==> src/rtl/ahb_pkg.sv <==
// Shared AHB-Lite definitions: transfer types, size/response encodings and
// the phase-tracker state encodings used by the initiator.
package ahb_pkg;

  typedef enum logic [1:0] {
    IDLE   = 2'b00,
    BUSY   = 2'b01,
    NONSEQ = 2'b10,
    SEQ    = 2'b11
  } htrans_t;

  localparam logic [2:0] HSIZE_WORD  = 3'b010;
  localparam logic       HRESP_OKAY  = 1'b0;
  localparam logic       HRESP_ERROR = 1'b1;

  typedef enum logic {
    APH_IDLE,
    APH_ACTIVE
  } aph_state_t;

  typedef enum logic [1:0] {
    DPH_IDLE,
    DPH_READ,
    DPH_WRITE
  } dph_state_t;

endpackage

==> src/rtl/ahb_lite_master.sv <==
// AHB-Lite initiator: turns a valid/ready read/write-word command stream into
// pipelined NONSEQ single transfers, one outstanding data phase at a time,
// with one in-order response pulse per command.
// Optional: define AHB_MASTER_ERR_CNT_EN to add the saturating err_count output.
module ahb_lite_master
  import ahb_pkg::*;
#(
  parameter int ADDR_WIDTH = 10,
  parameter int DATA_WIDTH = 32
) (
  input  logic                  HCLK,
  input  logic                  HRESET,
`ifdef AHB_MASTER_ERR_CNT_EN
  output logic [7:0]            err_count,
`endif
  input  logic                  cmd_valid,
  output logic                  cmd_ready,
  input  logic                  cmd_write,
  input  logic [ADDR_WIDTH-1:0] cmd_addr,
  input  logic [DATA_WIDTH-1:0] cmd_wdata,
  output logic                  rsp_valid,
  output logic [DATA_WIDTH-1:0] rsp_rdata,
  output logic                  rsp_error,
  output logic                  HSEL,
  output logic [ADDR_WIDTH-1:0] HADDR,
  output logic [1:0]            HTRANS,
  output logic                  HWRITE,
  output logic [2:0]            HSIZE,
  output logic [DATA_WIDTH-1:0] HWDATA,
  input  logic [DATA_WIDTH-1:0] HRDATA,
  input  logic                  HREADY,
  input  logic                  HRESP
);

  aph_state_t            aph_q, aph_d;
  dph_state_t            dph_q, dph_d;
  logic                  accept;
  logic                  aph_done;
  logic                  dph_done;
  logic [DATA_WIDTH-1:0] wdata_p0;
  logic                  unused_addr_lsb;

  // Byte-lane bits are discarded: every transfer is an aligned word.
  assign unused_addr_lsb = ^cmd_addr[1:0];

  assign accept   = cmd_valid && cmd_ready;
  assign aph_done = (aph_q == APH_ACTIVE) && HREADY;
  assign dph_done = (dph_q != DPH_IDLE) && HREADY;

  // Phase-tracker state registers
  always_ff @(posedge HCLK or posedge HRESET) begin
    if (HRESET) begin
      aph_q <= APH_IDLE;
      dph_q <= DPH_IDLE;
    end else begin
      aph_q <= aph_d;
      dph_q <= dph_d;
    end
  end

  // Next phase states: a new command refills the address phase on the same
  // edge the previous one moves into the data phase.
  always_comb begin
    aph_d = aph_q;
    dph_d = dph_q;
    if (accept) begin
      aph_d = APH_ACTIVE;
    end else if (aph_done) begin
      aph_d = APH_IDLE;
    end
    if (aph_done) begin
      dph_d = HWRITE ? DPH_WRITE : DPH_READ;
    end else if (dph_done) begin
      dph_d = DPH_IDLE;
    end
  end

  // Bus-facing control decoded from the phase states
  always_comb begin
    cmd_ready = !HRESET && ((aph_q == APH_IDLE) || HREADY);
    HTRANS    = (aph_q == APH_ACTIVE) ? NONSEQ : IDLE;
    HSEL      = (aph_q == APH_ACTIVE);
    HSIZE     = HSIZE_WORD;
  end

  // Address-phase and data-phase payload registers
  always_ff @(posedge HCLK or posedge HRESET) begin
    if (HRESET) begin
      HADDR    <= '0;
      HWRITE   <= 1'b0;
      wdata_p0 <= '0;
      HWDATA   <= '0;
    end else begin
      if (accept) begin
        HADDR    <= {cmd_addr[ADDR_WIDTH-1:2], 2'b00};
        HWRITE   <= cmd_write;
        wdata_p0 <= cmd_wdata;
      end
      if (aph_done && HWRITE) begin
        HWDATA <= wdata_p0;
      end
    end
  end

  // One response pulse per completed data phase
  always_ff @(posedge HCLK or posedge HRESET) begin
    if (HRESET) begin
      rsp_valid <= 1'b0;
      rsp_error <= 1'b0;
      rsp_rdata <= '0;
    end else begin
      rsp_valid <= dph_done;
      rsp_error <= dph_done && (HRESP != HRESP_OKAY);
      rsp_rdata <= (dph_done && (dph_q == DPH_READ)) ? HRDATA : '0;
    end
  end

`ifdef AHB_MASTER_ERR_CNT_EN
  // Saturating count of error responses
  always_ff @(posedge HCLK or posedge HRESET) begin
    if (HRESET) begin
      err_count <= 8'd0;
    end else if (rsp_valid && rsp_error && (err_count != 8'hFF)) begin
      err_count <= err_count + 8'd1;
    end
  end
`endif

endmodule
==> config.mk <==
export PLATFORM = sky130hd
export DESIGN_NAME = ahb_lite_master
export DESIGN_NICKNAME = d
export VERILOG_FILES = /design/src/rtl/ahb_pkg.sv /design/src/rtl/ahb_lite_master.sv
export SDC_FILE = /design/constraint.sdc
export NUM_CORES = 1
export LEC_CHECK = 0
export CORE_ASPECT_RATIO = 0.6
export CORE_MARGIN = 10
export CORE_UTILIZATION = 40
export DETAILED_ROUTE_END_ITERATION = 7
export GPL_TIMING_DRIVEN = 0
export PLACE_DENSITY = 0.87
export SLEW_MARGIN = 10
export SYNTH_ARGS = -nofsm -noshare
export SYNTH_HDL_FRONTEND = slang
export SYNTH_SLANG_ARGS = --single-unit
==> constraint.sdc <==
create_clock -name HCLK -period 4.02 [get_ports HCLK]
set_input_delay 1.206 -clock HCLK [delete_from_list [all_inputs] [get_ports HCLK]]
set_output_delay 1.206 -clock HCLK [all_outputs]
set_load 0.05 [all_outputs]
==> impl_results.md <==
- Initial core utilization: 41.0%
- Post-DP HPWL: 7960 µm
- Initial DRC Count: 62
- First-pass GRT wire length: 16500 µm
- #FFs+latches synth: 110
- Clk_skew: 5.97 ps
- Crit Path Max Fanout: 7
- Post-Route Setup TNS: 0 ps
- Antenna cells: 0
- Gp weighted congestion: 0.778
- Max Slew Vio Count: 0
- Final number of setup-violating endpoints: 0
- Cell count of the worst reg-to-reg path: 4
- Largest net degree at the start of global routing: 41
- Dominant cell type by area after synthesis: dfrtp_1
- Max_slew headroom: 63.9%
- Fmax: 260 MHz
- Hold Slack: 507 ps
- Nets: 502
- HP Class: reg2reg
- DRC violations left: 0
- 1st-pass router iterations: 3
- Antenna violations before repair: 0
- Final hold violation count: 0
- H-tree lvl count: 3
- CTS Sinks: 110
- Number of global-route vias before repair: 2907
- Post-CTS setup buffers: 0
- Placed Cells: 550
- Mapped Cells: 249
- R2R Path End: HADDR[5]$_DFFE_PP0P_
- Avg Inst Size Synth: 17.4 µm²
- VDD IR max: 0.428 mV
- Remaining antenna violation count: 0
- Post-synth top cells: dfrtp_1 (110), mux2_4 (69), and2_1 (33)
- Ports: 164
- Status: finished, final reports clean
- Setup WS pre-CTS: -119 ps
- Critical path cell sequence: clkdlybuf4s50_1 -> nor2b_4 -> nor2_1 -> dlygate4sd2_1
- DR WL/cell: 18.3 µm
- Die area: 0.0155 mm²
- Hold_buf cts: 0
- Crit. Startpoint: HREADY
- Die Span X: 154 µm
- FP Rows: 29
- Critical-path top delay cell: clkdlybuf4s50_1
- Yosys top cell area share: 63.5%
- RSZ-0062 raised after global routing: no
- Total Wirelength: 10400 µm
- Clock Tree Buf Depth: 2
- Top-count cell post-synth: dfrtp_1
- Critical path startpoint category: input port
- DIE HEIGHT: 101 µm
- Flop-to-flop setup slack: 2540 ps
- Synth top area cells: dfrtp_1 (64%), mux2_4 (24%), and2_1 (4.8%)
- Post-synth EDFFs: 0
- Post-Syn Area: 0.00433 mm²
- Fin crit period: 3850 ps
- Post-route insts no fill: 565
- Total Power: 4.04 mW
- Hold depth: 1
- Share of cells above drive strength 1: 25.1%
- Finished Core Util: 60.9%
- Clock Latency Late Sink: 340 ps
- Vias post-DR: 2520
- Buffers and inverters on the worst path: 2
- Crit-path leading delay family: buffers and inverters
- Worst-path clk slew: 70 ps
- Grt total ovfl: 0
- Tcrit/Tclk final: 95.8%
- Cts bufs inserted: 9
- Max Cap Viol: 0
- Reg-to-Reg Start: HSEL$_DFFE_PP0P_
- CORE AREA: 0.0106 mm²
- Syn-to-layout area delta: 48.3%
- Synthesis Warnings: 0
- FILL cells: 780
- Crit end category: output port
- Post-synthesis sequential area ratio: 63.5%
- Levels on crit path: 4
- CTS tree: yes
- Via/cell ratio: 4.46
- Crit path capture: cmd_ready
- PD cells: 629 mW/mm²
- Least-Margin Pin Slew: 540 ps
- CP required: 2810 ps
- Main synth FF type: dfrtp_1
- Post-synth ARST share: 100%
- Crit path DAT: 2650 ps
- CTS root buf: clkbuf_16
- Leak: 2.96 nW
- Fin area: 0.00643 mm²
- Final worst setup slack: 168 ps
- Gr usage total: 13.4%
- Largest stage delay, worst path: 690 ps
- Critical setup path kind: in2out
- # port buffers: 155
- Yosys cell types: 20
- Placed standard-cell area: 0.00614 mm²
-- state kept, by name, summed over array words and instances, names as in the netlist --
name,cells
rsp_rdata,32
dph_q,2
rsp_valid,1
wdata_p0,32
HSEL,1
HWRITE,1
HADDR,8
rsp_error,1
HWDATA,32
-- report_power, final --
group	internal (mW)	total (mW)	switching (mW)	leakage [nW]
Sequential	1.36	1.51	0.153	1.37
Combinational	0.714	1.66	0.942	1.45
Clock	0.497	0.874	0.376	0.135
-- routing by layer --
metal	GRT usage (%)	up-vias	wire length (µm)
li1	-	1156	-
met5	0	-	0
met1	16.0	1259	4510
met4	3.11	0	101
met2	21.2	92	4770
met3	6.69	13	979
-- cells by family after synthesis --
group,share of synthesized area (%)
and+or+nand+nor,6.55
muxes,24.9
buffers and inverters,4.36
AOI/OAI and AO/OA,0.433
other,0.173
DFF,63.5
-- worst register-to-register path, cell delays in order, from the launching register on --
cell	delay (ps)
dfrtp_1	450
nor2b_4	190
nor2_8	230
buf_12	180
mux2_4	310
-- area by class of cell --
type	count	area (µm²)	share of cell area (%)
Timing Repair Buffer	158	1610	25.1
Buffer	17	178	2.76
Tap cell	139	174	2.71
Sequential cell	110	2750	42.8
Inverter	3	15.0	0.234
Multi-Input combinational cell	123	1410	21.9
Clock inverter	3	45.0	0.701
Clock buffer	12	246	3.83
-- timing repair --
| action | in CTS | in global routing |
|---|---|---|
| setup endpoints to repair | 1 | 0 |
| hold endpoints to repair | 0 | 0 |
| gates resized for setup | 1 | 0 |
-- worst min-delay path by stage --
stage	startpoint	to
finish	HADDR[8]$_DFFE_PP0P_	HADDR[8]$_DFFE_PP0P_
global route	wdata_p0[31]$_DFFE_PP0P_	wdata_p0[31]$_DFFE_PP0P_
CTS	HADDR[8]$_DFFE_PP0P_	HADDR[8]$_DFFE_PP0P_
detailed placement	dph_q[1]$_DFFE_PP0P_	rsp_valid$_DFF_PP0_
global placement	wdata_p0[30]$_DFFE_PP0P_	wdata_p0[30]$_DFFE_PP0P_
floorplan	dph_q[1]$_DFFE_PP0P_	rsp_valid$_DFF_PP0_
-- placed cells by master, fill, tap and decap left out, drive strengths merged --
master	instances
clkdlybuf4s50	154
dfrtp	110
mux2	73
and2	33
buf	17
clkbuf	15
conb	6
clkinvlp	3
inv	2
nand2b	2
nor2	2
nand3	1
nand2	1
o22ai	1
and3	1
nor2b	1
o21a	1
o21ai	1
bufinv	1
dlygate4sd2	1
Power figures use the tool's default switching activity.
